File: src/rtl/simd_dispatch_issuer.sv
// Command issuer between the command FIFO and PROC_COUNT SIMD cores: screens each
// popped command against in-flight core destinations and issues it as four acked beats.
module simd_dispatch_issuer #(
    parameter  int PROC_COUNT = 4,
    parameter  int ADDR_W     = 16,
    parameter  int OP_W       = 4,
    localparam int CMD_W      = OP_W + 3 * ADDR_W
) (
    input  logic                  i_clk,
    input  logic                  i_rstn,
    input  logic [CMD_W-1:0]      i_cmd,
    input  logic                  i_cmd_valid,
    output logic                  o_cmd_pop,
    output logic [CMD_W-1:0]      o_wb_cmd,
    output logic                  o_wb_valid,
    input  logic                  i_wb_ready,
    input  logic [PROC_COUNT-1:0] i_busy,
    input  logic [PROC_COUNT-1:0] i_finish,
    input  logic                  i_ack,
    output logic [PROC_COUNT-1:0] o_en_arr,
    output logic                  o_beat_valid,
    output logic [1:0]            o_beat_type,
    output logic [ADDR_W-1:0]     o_beat_data,
    output logic                  o_idle
);

    localparam int PTR_W = (PROC_COUNT > 1) ? $clog2(PROC_COUNT) : 1;

    typedef enum logic [2:0] {
        ST_IDLE      = 3'd0,
        ST_GET       = 3'd1,
        ST_CHECK     = 3'd2,
        ST_SELECT    = 3'd3,
        ST_BEAT      = 3'd4,
        ST_WRITEBACK = 3'd5
    } state_t;

    state_t                  state_r;
    logic [CMD_W-1:0]        cmd_r;
    logic [PTR_W-1:0]        rr_ptr_r;
    logic [PTR_W-1:0]        sel_r;
    logic [1:0]              beat_idx_r;
    logic [PROC_COUNT-1:0]   sb_valid_r;
    logic [ADDR_W-1:0]       sb_dst_r [PROC_COUNT];

    logic [ADDR_W-1:0]       cmd_src1_s;
    logic [ADDR_W-1:0]       cmd_src2_s;
    logic [ADDR_W-1:0]       cmd_dst_s;
    logic [PROC_COUNT-1:0]   hit_s;
    logic                    hazard_s;
    logic [PROC_COUNT-1:0]   free_s;
    logic                    found_s;
    logic [PTR_W-1:0]        pick_s;
    logic [PROC_COUNT-1:0]   pick_onehot_s;
    logic [PROC_COUNT-1:0]   sel_onehot_s;
    logic                    write_ack_s;
    logic [PROC_COUNT-1:0]   sb_valid_nxt_s;
    logic                    stay_idle_s;
    logic                    idle_nxt_s;
    logic [PTR_W-1:0]        rr_next_s;

    // Payload carried by each beat kind; the opcode is zero-extended onto the address bus.
    function automatic logic [ADDR_W-1:0] beat_payload(input logic [1:0] kind,
                                                       input logic [CMD_W-1:0] cmd);
        logic [ADDR_W-1:0] data;
        case (kind)
            2'd0:    data = cmd[ADDR_W-1:0];
            2'd1:    data = cmd[2*ADDR_W-1:ADDR_W];
            2'd2:    data = ADDR_W'(cmd[CMD_W-1:3*ADDR_W]);
            2'd3:    data = cmd[3*ADDR_W-1:2*ADDR_W];
            default: data = '0;
        endcase
        return data;
    endfunction

    assign cmd_src1_s = cmd_r[ADDR_W-1:0];
    assign cmd_src2_s = cmd_r[2*ADDR_W-1:ADDR_W];
    assign cmd_dst_s  = cmd_r[3*ADDR_W-1:2*ADDR_W];

    // RAW/WAW hazard: any live destination matching a source or the destination.
    always_comb begin
        for (int k = 0; k < PROC_COUNT; k++) begin
            hit_s[k] = sb_valid_r[k] & ((sb_dst_r[k] == cmd_src1_s) |
                                        (sb_dst_r[k] == cmd_src2_s) |
                                        (sb_dst_r[k] == cmd_dst_s));
        end
        hazard_s = |hit_s;
    end

    // Round-robin scan from rr_ptr for a core that is neither busy nor holding a result.
    always_comb begin
        logic [PTR_W-1:0] cand;
        free_s  = ~i_busy & ~sb_valid_r;
        found_s = 1'b0;
        pick_s  = '0;
        cand    = '0;
        for (int i = 0; i < PROC_COUNT; i++) begin
            cand = PTR_W'((int'(rr_ptr_r) + i) % PROC_COUNT);
            if (!found_s && free_s[cand]) begin
                found_s = 1'b1;
                pick_s  = cand;
            end else begin
                found_s = found_s;
                pick_s  = pick_s;
            end
        end
        pick_onehot_s = {{(PROC_COUNT-1){1'b0}}, 1'b1} << pick_s;
    end

    // Scoreboard next value: finish pulses retire, a WRITE ack for the same core wins.
    always_comb begin
        write_ack_s    = (state_r == ST_BEAT) && i_ack && (beat_idx_r == 2'd3);
        sel_onehot_s   = {{(PROC_COUNT-1){1'b0}}, 1'b1} << sel_r;
        sb_valid_nxt_s = (sb_valid_r & ~i_finish) | (write_ack_s ? sel_onehot_s : {PROC_COUNT{1'b0}});
        rr_next_s      = (sel_r == PTR_W'(PROC_COUNT - 1)) ? {PTR_W{1'b0}} : sel_r + PTR_W'(1);
    end

    // Predicts whether the next cycle is IDLE with an empty scoreboard, so o_idle can be registered.
    always_comb begin
        case (state_r)
            ST_IDLE:      stay_idle_s = !i_cmd_valid;
            ST_WRITEBACK: stay_idle_s = i_wb_ready;
            ST_BEAT:      stay_idle_s = write_ack_s;
            default:      stay_idle_s = 1'b0;
        endcase
        idle_nxt_s = stay_idle_s && (sb_valid_nxt_s == {PROC_COUNT{1'b0}});
    end

    // Scoreboard storage of in-flight destinations.
    always_ff @(posedge i_clk) begin
        if (!i_rstn) begin
            sb_valid_r <= '0;
            for (int k = 0; k < PROC_COUNT; k++) begin
                sb_dst_r[k] <= '0;
            end
        end else begin
            sb_valid_r <= sb_valid_nxt_s;
            if (write_ack_s) begin
                sb_dst_r[sel_r] <= cmd_dst_s;
            end
        end
    end

    // Issue FSM with registered strobes, beat bus and writeback request.
    always_ff @(posedge i_clk) begin
        if (!i_rstn) begin
            state_r      <= ST_IDLE;
            cmd_r        <= '0;
            rr_ptr_r     <= '0;
            sel_r        <= '0;
            beat_idx_r   <= 2'd0;
            o_cmd_pop    <= 1'b0;
            o_wb_valid   <= 1'b0;
            o_wb_cmd     <= '0;
            o_beat_valid <= 1'b0;
            o_en_arr     <= '0;
            o_beat_type  <= 2'd0;
            o_beat_data  <= '0;
            o_idle       <= 1'b1;
        end else begin
            o_idle    <= idle_nxt_s;
            o_cmd_pop <= 1'b0;
            case (state_r)
                ST_IDLE: begin
                    if (i_cmd_valid) begin
                        cmd_r     <= i_cmd;
                        o_cmd_pop <= 1'b1;
                        state_r   <= ST_GET;
                    end
                end
                ST_GET: begin
                    state_r <= ST_CHECK;
                end
                ST_CHECK: begin
                    if (hazard_s) begin
                        o_wb_valid <= 1'b1;
                        o_wb_cmd   <= cmd_r;
                        state_r    <= ST_WRITEBACK;
                    end else begin
                        state_r <= ST_SELECT;
                    end
                end
                ST_WRITEBACK: begin
                    if (i_wb_ready) begin
                        o_wb_valid <= 1'b0;
                        o_wb_cmd   <= '0;
                        state_r    <= ST_IDLE;
                    end
                end
                ST_SELECT: begin
                    if (found_s) begin
                        sel_r        <= pick_s;
                        beat_idx_r   <= 2'd0;
                        o_beat_valid <= 1'b1;
                        o_en_arr     <= pick_onehot_s;
                        o_beat_type  <= 2'd0;
                        o_beat_data  <= beat_payload(2'd0, cmd_r);
                        state_r      <= ST_BEAT;
                    end
                end
                ST_BEAT: begin
                    // Payload only moves on an ack; the final ack retires into the scoreboard.
                    if (i_ack) begin
                        if (beat_idx_r == 2'd3) begin
                            rr_ptr_r     <= rr_next_s;
                            o_beat_valid <= 1'b0;
                            o_en_arr     <= '0;
                            o_beat_type  <= 2'd0;
                            o_beat_data  <= '0;
                            state_r      <= ST_IDLE;
                        end else begin
                            beat_idx_r  <= beat_idx_r + 2'd1;
                            o_beat_type <= beat_idx_r + 2'd1;
                            o_beat_data <= beat_payload(beat_idx_r + 2'd1, cmd_r);
                        end
                    end
                end
                default: begin
                    o_wb_valid   <= 1'b0;
                    o_beat_valid <= 1'b0;
                    o_en_arr     <= '0;
                    state_r      <= ST_IDLE;
                end
            endcase
        end
    end

endmodule

File: config.mk
export PLATFORM = sky130hd
export DESIGN_NAME = simd_dispatch_issuer
export DESIGN_NICKNAME = d
export VERILOG_FILES = /design/src/rtl/simd_dispatch_issuer.sv
export SDC_FILE = /design/constraint.sdc
export NUM_CORES = 1
export LEC_CHECK = 0
export ABC_AREA = 0
export CAP_MARGIN = 30
export CELL_PAD_IN_SITES_DETAIL_PLACEMENT = 1
export CELL_PAD_IN_SITES_GLOBAL_PLACEMENT = 1
export CORE_MARGIN = 4
export CORE_UTILIZATION = 47
export CTS_CLUSTER_SIZE = 8
export DETAILED_ROUTE_END_ITERATION = 6
export PLACE_DENSITY = 0.95
export RECOVER_POWER = 50
export REMOVE_ABC_BUFFERS = 1
export SLEW_MARGIN = 20
export SYNTH_ARGS = -nofsm -noshare
export SYNTH_HDL_FRONTEND = slang
export SYNTH_SLANG_ARGS = --single-unit
File: constraint.sdc
create_clock -name i_clk -period 5.7 [get_ports i_clk]
set_input_delay 1.14 -clock i_clk [delete_from_list [all_inputs] [get_ports i_clk]]
set_output_delay 1.14 -clock i_clk [all_outputs]
set_load 0.01 [all_outputs]
# After elaboration in Yosys (flattened, before gate mapping)
# Memories as Yosys holds them, arrays and structs flattened.
# Index checks and enable logic that the tools add are counted.
dict set report classes {
  add_sub_neg 5
  n_lt_le_gt_ge 4
  n_eq_ne 29
  n_shift 2
  n_mux 60
  bitwise 20
  n_reduce_logical 29
}
# op n
set op_table {}
lappend op_table {{== test 16 bit} 12}
lappend op_table {{2-to-1 mux 52 bit} 2}
lappend op_table {{one-hot mux 52 bit (2 select lines)} 1}
lappend op_table {{2-to-1 mux 16 bit} 4}
lappend op_table {{one-hot mux 16 bit (4 select lines)} 1}
lappend op_table {{one-hot mux 16 bit (2 select lines)} 1}
lappend op_table {{2-to-1 mux 2 bit} 11}
lappend op_table {{2-to-1 mux 1 bit} 19}
lappend op_table {{2-to-1 mux 3 bit} 6}
lappend op_table {{one-hot mux 3 bit (6 select lines)} 1}
lappend op_table {{2-to-1 mux 4 bit} 4}
lappend op_table {{OR reduction 16 bit} 1}
lappend op_table {{< comparator 2 x 3 -> 1 bit, second input constant} 4}
lappend op_table {{inequality test 2 bit, second input constant} 6}
lappend op_table {{inverter 4 bit} 3}
lappend op_table {{one-hot mux 4 bit (3 select lines)} 1}
lappend op_table {{AND reduction 3 bit} 4}
lappend op_table {{OR reduction 4 bit} 3}
lappend op_table {{one-hot mux 1 bit (3 select lines)} 3}
lappend op_table {{AND 4 bit} 2}
lappend op_table {{binary-select mux 1 bit (select 2 bit)} 4}
lappend op_table {{== test 2 bit, second input constant} 4}
lappend op_table {{OR 1 bit} 8}
lappend op_table {{one-hot mux 2 bit (2 select lines)} 2}
lappend op_table {{20 further kinds} 42}
dict set report totals {
  reg_bits 143
  mem_bits_rw 64
  output_inout_bits 78
  n_memories 1
}
# name depth word_bits read_ports rd_ports_with_merged_regs write_ports line
set mem_list {}
lappend mem_list {sb_dst_r 4 16 4 0 4 44} ;# logic [ADDR_W-1:0] sb_dst_r [PROC_COUNT];

# Depth between registers and ports, before layout
# Gate-level depths: netlist of the first run.
dict set report depth {
  ltp_word 17
  depth_mapped 10
  ltp_nobuf 7
}

# Worst setup path before layout of the first run
# OpenSTA, ideal clock, no wires.
dict set report synth_path {
  path_kind {input port to flip-flop}
  startpoint {in i_rstn}
  endpoint {mem sb_dst_r[3][0] (enable)}
  setup_ps 364
  t_arrival_ps 2297
  required_ps 5336
  setup_slack_ps 3039
  cell_stages 4
  path_cell_list {clkbuf_1 > clkbuf_1 > clkbuf_1 > nand2_1}
}
# element line
set synth_rtl {}
lappend synth_rtl {{from (decl)} 10} ;# input logic i_rstn,
lappend synth_rtl {{to (decl)} 44}

==> reports/qor.csv, run 1 <==
metric,value,unit
status,finished with violations,
violations,"max-capacitance violations, max-slew violations",
routedWlPerCell,25.1,um
worstPathArrival,4500,ps
grt_busiest_layer,met2,
fillerInstances,2557,
core_area,0.0228,mm2
ioPinCount,143,
seqPwrFrac,46.4,%
p_total,3.89,mW
rows,55,
hold_viol_final,0,
design_area,0.0130,mm2
p_leak,4.56,nW
p_per_area,300,mW/mm2
ys_types,50,
synth_compound_area_share,9.72,%
synth_ff_type,dfxtp_1,
die_area,0.0260,mm2
synthTopCellsByCount,"240 x nand2_1, 192 x xnor2_1, 143 x dfxtp_1, 64 x edfxtp_1, 60 x a21boi_0",
antennaDiodeCount,0,
grt_util_met3,6.00,%
synth_top_area_share,25.9,%
grt_max_degree,66,
synthAdderAreaFrac,0.906,%
cts.sinks,207,
crit_path_start_kind,register,
power.internal,2.77,mW
met1_usage,36.5,%
max_freq,0.231,GHz
peakVddDrop,0.220,mV
fin_crit_sh,76.1,%
synth.cell_area,0.0110,mm2
worstPathMaxFanout,25,
min_path_type,register to register,
yosysWarnings,0,
clkPwrFrac,40.3,%
hold_start,o_wb_cmd[21],
whs_endpoint,o_wb_cmd[21],
drc,0,
routed_wl,38900,um
worst_slew_pin_slew,1820,ps
timing.hold.ws,452,ps
io_buffers,142,
post_cts_buffers,0,
synth_top_family_by_area,simple AND/OR/NAND/NOR gates,
path_clk_slew,50,ps
dp.cells,1497,
fp.dieW,161,um
drtPass1Iterations,6,
reg2reg_depth,6,
maxSlewViolCount,110,
switchingPower,1.12,mW
cts_made_buffers,29,
ctsHoldBuffers,0,
synthXorXnorAreaFrac,15.2,%
fin_worst_skew,15.0,ps
synth_edf_count,64,
yosys.area_share.simple,18.9,%
syn_area_per_cell,9.66,um2
synth-seq-cells,207,
min_period,4340,ps
synth_most_common_cell,nand2_1,
whs_path_depth,2,
netlist_top_cells_area,"dfxtp_1 26%, edfxtp_1 17%, xnor2_1 15%",
ys_seq_area_share,43.3,%
register_area,0.00478,mm2
antenna_found_initial,0,
vias,9204,
dp_hpwl,24800,um
layout.nets,1289,
endpoint_kind,register,
p_sw_share,28.8,%
drt_iter0_markers,1014,
rrSetupSlack,1360,ps
final_cells,1546,
final_core_util,56.8,%
cts_resized,0,
clock_path_buffers,3,
gp_congestion,0.947,
overflow,0,
worstReg2RegEnd,sb_dst_r[0][7],
tns,0,ps
final_layout_size_suffix_gt1_share,3.73,%
slew_headroom,-21.2,%
crit_type,register to register,
syn_inst,1144,
multiInputGateArea,0.00551,mm2
cts-root-buf,clkbuf_16,
rsz0062_at_grt,false,
fin_ws,1360,ps
grt_util_all_layers,29.2,%
yosysTopAreaCell,dfxtp_1,
clk_latency,540,ps
synthArstFlopShare,0,%
area_delta_synth_final,17.4,%
required,5860,ps
place_ws,1600,ps
grt_use_met2,48.5,%
setup_viol,0,
synth_mux_area_share,5.07,%
r2r-start,state_r[2],
first_global_vias,9881,
combPwrFrac,13.3,%
grt_first_pass_wirelength,59400,um
htree_levels,1,
cts_tree,yes,
die_h,161,um
ant_nets,0,
routed_via_density,5.95,
start_util,48.4,%
cap_violations,4,
dpl-instance-area,0.0122,mm2
## critical path: stages (launching register included)
cell,delay [ps]
dfxtp_1,580
nand2_1,280
or2_0,840
nor2_4,750
nand2_2,280
nor3_4,500
nand2b_1,700
## layer usage
layer / vias up / wire length [um] / share of wire, %
li1: 4010 / - / -
met1: 4525 / 15100 / 39
met2: 524 / 18500 / 48
met3: 145 / 3520 / 9.0
met4: 0 / 1790 / 4.6
met5: - / 0 / 0
## worst max-delay path by stage
stage	start	to	slack (ps)	depth (start not counted)
floorplan	i_ack	sb_dst_r[1][0]	2840	5
global placement	i_ack	sb_dst_r[1][10]	1970	6
detailed placement	i_ack	sb_dst_r[0][0]	1600	6
CTS	state_r[2]	sb_dst_r[0][7]	1820	6
global route	state_r[2]	sb_dst_r[0][5]	1160	6
finish	state_r[2]	sb_dst_r[0][7]	1360	6
## registers in the layout, indices dropped and copies added (netlist names)
| signal | cells |
|---|---|
| o_cmd_pop | 1 |
| o_beat_valid | 1 |
| o_wb_cmd | 52 |
| o_en_arr | 4 |
| o_wb_valid | 1 |
| sb_dst_r | 64 |
| sel_r | 2 |
| rr_ptr_r | 2 |
| o_idle | 1 |
| sb_valid_r | 4 |
| o_beat_data | 16 |
| beat_idx_r | 2 |
| o_beat_type | 2 |
| state_r | 3 |
| cmd_r | 52 |
## power by group through the flow
stage	logic (mW)	clock network [mW]	registers (mW)
finish	0.518	1.57	1.80
global route	0.564	1.66	1.80
CTS	0.524	1.59	1.79
detailed placement	0.511	0	1.82
global placement	0.472	0	1.81
floorplan	0.314	0	1.73
## cell type report
| cell class | instances | share of cell area, % |
|---|---|---|
| well taps | 313 | 3.02 |
| flip-flops and latches | 207 | 36.9 |
| repair buffers | 147 | 11.3 |
| clock buffers | 48 | 6.15 |
| inverters | 7 | 0.203 |
| multi-input cells | 824 | 42.5 |
## logic make-up after synthesis
kind of cell	Yosys count
adder cells (fa/ha/maj)	8
buffers and inverters	113
AND/OR/NAND/NOR	427
XOR/XNOR	192
AO/OA/AOI/OAI	141
multiplexers	56
flip-flops	207
## cell usage in the layout, fill, tap and decap left out, types with 6 or more instances in the layout
master | netlist | final
dlygate4sd3_1 | 0 | 80
o211a_1 | 16 | 16
inv_1 | 6 | 7
nand2b_1 | 6 | 6
nand4_1 | 49 | 49
a21oi_1 | 9 | 9
nor2_1 | 15 | 15
o211ai_1 | 17 | 17
a21boi_0 | 60 | 60
nand2_1 | 240 | 240
clkdlybuf4s50_1 | 0 | 61
nor4_1 | 14 | 15
clkbuf_16 | 0 | 29
ha_1 | 8 | 8
dfxtp_1 | 143 | 143
nor2b_1 | 15 | 15
edfxtp_1 | 64 | 64
clkbuf_1 | 44 | 21
and3_1 | 16 | 17
and2_1 | 49 | 49
mux2i_1 | 56 | 56
o21ai_0 | 6 | 6
a22oi_1 | 17 | 17
xnor2_1 | 192 | 192
No activity file was read; power rests on OpenSTA's default activity.
==> run 2: changes to the inputs <==
Settings changed: CORE_UTILIZATION 47 to 43, PLACE_DENSITY 0.95 to 0.89.
Clock period 5.7 ns to 4.1 ns, I/O delays scaled along.
==> reports/qor.csv, run 2 (synthesis results as in run 1) <==
metric,value,unit
drtPass1Iterations,5,
grt_util_all_layers,24.6,%
overflow,0,
ctsHoldBuffers,0,
die_area,0.0283,mm2
fin_crit_sh,81.0,%
endpoint_kind,register,
io_buffers,142,
cp_cell_sequence,nand2_1 > or2_0 > nor2_1 > nand2_2 > nor3_4 > nand2b_1,
start_util,43.7,%
cts-root-buf,clkbuf_16,
vias,8819,
max_freq,0.301,GHz
p_per_area,416,mW/mm2
routedWlPerCell,22.7,um
cts.sinks,207,
post_cts_buffers,0,
htree_levels,1,
crit_buf_inv,0,
max_stage_delay,680,ps
maxSlewViolCount,0,
drt_iter0_markers,920,
final_layout_size_suffix_gt1_share,4.74,%
dp_hpwl,24400,um
cap_violations,0,
cts_made_buffers,30,
ant_nets,0,
peakVddDrop,0.229,mV
crit_path_start_kind,register,
area_delta_synth_final,18.6,%
fp.dieW,168,um
final_common_cell,nand2_1,
drc,0,
clock_path_buffers,3,
largest_reg_flops,64,
status,finished clean,
hold_viol_final,0,
rows,58,
layout_common_cells,"240 x nand2_1, 192 x xnor2_1, 143 x dfxtp_1",
antennaDiodeCount,0,
crit_family,simple AND/OR/NAND/NOR gates,
routed_wl,35800,um
gp_congestion,0.887,
required,4290,ps
min_period,3320,ps
first_global_vias,9334,
path_clk_slew,60,ps
cts_tree,yes,
grt_first_pass_wirelength,54500,um
rsz0062_at_grt,false,
setup_viol,0,
clk_latency,570,ps
ioPinCount,143,
routed_via_density,5.60,
die_h,168,um
fin_worst_skew,20.4,ps
crit_type,register to register,
dpl-instance-area,0.0123,mm2
slew_headroom,16.3,%
cts_resized,0,
layout.nets,1302,
tns,0,ps
worstPathMaxFanout,17,
min_path_type,register to register,
crit_slowest_cell,nand2b_1,
largest-register,sb_dst_r,
design_area,0.0131,mm2
core_area,0.0253,mm2
grt_max_degree,60,
antenna_found_initial,1,
worst_slew_pin_slew,1260,ps
p_leak,4.64,nW
top_regs,"sb_dst_r: 64 flops, cmd_r: 52 flops, o_wb_cmd: 52 flops",
p_total,5.45,mW
worstPathArrival,3510,ps
## run 2: changes by cell type in the layout (fill, tap and decap cells not counted), moves of 2 or more
cell	before	now
clkbuf_1	21	18
and2_1	49	46
and2_0	0	3
nor3_4	3	1
buf_4	3	12
nor3_1	2	4
## run 2: power by group
group          switching, mW  internal (mW)  leakage [nW]
registers              0.277           2.21          1.82
clock network          0.908           1.34         0.403
logic                  0.360          0.358          2.42
total                   1.54           3.91          4.64
## run 2: final cells by class
type | instances | area (um2)
repair buffers | 159 | 1560
multi-input cells | 824 | 5470
inverters | 7 | 26.3
clock inverters | 2 | 38.8
well taps | 330 | 413
clock buffers | 45 | 807
flip-flops and latches | 207 | 4780
fillers | 2786 | 12200
## run 2: per-layer routing
layer  wire [um]  vias to the layer above  GRT usage, %
met5          13                        -             0
met2       16800                      316          41.2
met3        2390                       81          4.67
li1            -                     4026             -
met4        1340                        2          8.96
met1       15200                     4394          31.7
## run 2: final timing paths
| check | startpoint | to | slack [ps] | cells after the start |
|---|---|---|---|---|
| min | o_wb_cmd[13] | o_wb_cmd[13] | 450 | 2 |
| max | state_r[2] | sb_dst_r[0][3] | 780 | 6 |
| max reg2reg | state_r[2] | sb_dst_r[0][3] | 780 | 6 |
| min reg2reg | o_wb_cmd[13] | o_wb_cmd[13] | 450 | 2 |
## run 2: metrics by stage
| stage | hold slack (ps) | instances | setup WS (ps) | util (%) |
|---|---|---|---|---|
| finish | 454 | 1574 | 780 | 51.9 |
| detailed placement | 448 | 1527 | 681 | 48.7 |
| global placement | 443 | 1526 | 891 | 48.6 |
| CTS | 461 | 1574 | 1010 | 52.1 |
| global route | 482 | 1574 | 571 | 51.9 |
| floorplan | 451 | 1038 | 1390 | - |
## run 2: worst min-delay path, cell delays in order, from the launching register on
cell,delay [ps]
dfxtp_1,310
nand2_1,50
mux2i_1,50
==> run 3: changes to the inputs <==
Settings changed: CORE_UTILIZATION 43 to 39, PLACE_DENSITY 0.89 to 0.86.
Clock period 4.1 ns to 3 ns, I/O delays scaled along.
==> reports/qor.csv, run 3 (synthesis results as in run 1) <==
metric,value,unit
antenna_found_initial,0,
start_util,39.7,%
worstPathMaxFanout,22,
crit_path_start_kind,register,
ant_nets,0,
antennaDiodeCount,0,
overflow,0,
worst_slew_pin_slew,1000,ps
drt_iter0_markers,769,
fp.dieW,176,um
final_core_util,48.8,%
drtPass1Iterations,5,
p_leak,4.94,nW
first_global_vias,9794,
reg2reg_depth,9,
cts_tree,yes,
cts_resized,0,
cts-root-buf,clkbuf_16,
fin_worst_skew,17.4,ps
largest-register,sb_dst_r,
rsz0062_at_grt,false,
core_area,0.0279,mm2
vias,9144,
status,finished clean,
max_freq,0.357,GHz
cts.sinks,207,
hold_viol_final,0,
fin_crit_sh,93.3,%
worstPathArrival,3260,ps
routed_via_density,5.43,
design_area,0.0136,mm2
min_path_type,input port to register,
grt_util_all_layers,24.1,%
layout.nets,1363,
crit_type,register to register,
final_common_cell,nand2_1,
clock_path_buffers,3,
clk_latency,540,ps
routedWlPerCell,22.7,um
path_clk_slew,50,ps
min_period,2800,ps
htree_levels,1,
cts_made_buffers,29,
final_layout_size_suffix_gt1_share,9.11,%
rows,61,
grt_max_degree,97,
drc,0,
layout_common_cells,"241 x nand2_1, 192 x xnor2_1, 143 x dfxtp_1",
endpoint_kind,register,
largest_reg_flops,64,
maxSlewViolCount,0,
fillerInstances,3156,
slew_headroom,33.0,%
routed_wl,38200,um
grt_first_pass_wirelength,58300,um
tns,0,ps
io_buffers,142,
top_regs,"sb_dst_r: 64 flops, cmd_r: 52 flops, o_wb_cmd: 52 flops",
worstReg2RegEnd,o_wb_cmd[4],
whs_endpoint,o_wb_valid,
whs_path_depth,2,
die_area,0.0311,mm2
rrSetupSlack,200,ps
ioPinCount,143,
dp_hpwl,27400,um
r2r-start,cmd_r[16],
cap_violations,0,
die_h,176,um
required,3460,ps
hold_start,i_rstn,
post_cts_buffers,0,
gp_congestion,0.998,
setup_viol,0,
peakVddDrop,0.273,mV
area_delta_synth_final,23.0,%
p_per_area,552,mW/mm2
dpl-instance-area,0.0128,mm2
ctsHoldBuffers,0,
## run 3: layout make-up
cell class / count / area [um2] / area share [%]
multi-input cells: 824 / 5490 / 40.4
flip-flops and latches: 207 / 4780 / 35.2
repair buffers: 221 / 2020 / 14.9
clock buffers: 46 / 790 / 5.81
well taps: 378 / 473 / 3.48
inverters: 7 / 26.3 / 0.193
clock inverters: 1 / 8.76 / 0.0645
## run 3: critical path, cell delays in order, from the launching register on
cell and delay (ps):
dfxtp_1 370, buf_4 200, xnor2_1 290, nand4_1 140, nor4_1 480, o31ai_1 150
nand4_1 210, and3_4 240, buf_4 350, mux2i_1 250
## run 3: worst max-delay path by stage
| stage | from | to | slack (ps) | depth (start not counted) |
|---|---|---|---|---|
| after floorplan | state_r[2] | sb_dst_r[1][0] | 290 | 6 |
| after global placement | i_ack | sb_dst_r[0][12] | 420 | 7 |
| after detailed placement | i_ack | sb_dst_r[0][12] | 360 | 7 |
| after CTS | cmd_r[36] | o_wb_cmd[42] | 320 | 9 |
| after global routing | state_r[2] | sb_dst_r[1][15] | 110 | 7 |
| final | cmd_r[16] | o_wb_cmd[4] | 200 | 9 |
## run 3: report_power, final
part / switching [mW] / total, mW / internal (mW)
Clock: 1.22 / 2.99 / 1.77
Combinational: 0.686 / 1.26 / 0.572
Sequential: 0.232 / 3.25 / 3.02
## run 3: per-stage QoR
stage	setup WS [ps]	hold slack [ps]	total power, mW	instances
after CTS	316	414	7.55	1684
final	202	423	7.49	1684
after detailed placement	363	448	4.56	1637
after floorplan	292	451	3.88	1038
after global routing	108	411	7.76	1684
after global placement	418	444	4.52	1637
## run 3: routing by layer
metal  GRT usage, %  part of all wire [%]
met1           32.9                    43
met2           39.1                    46
met3           4.60                   8.1
met4           7.34                   2.9
met5              0                     0
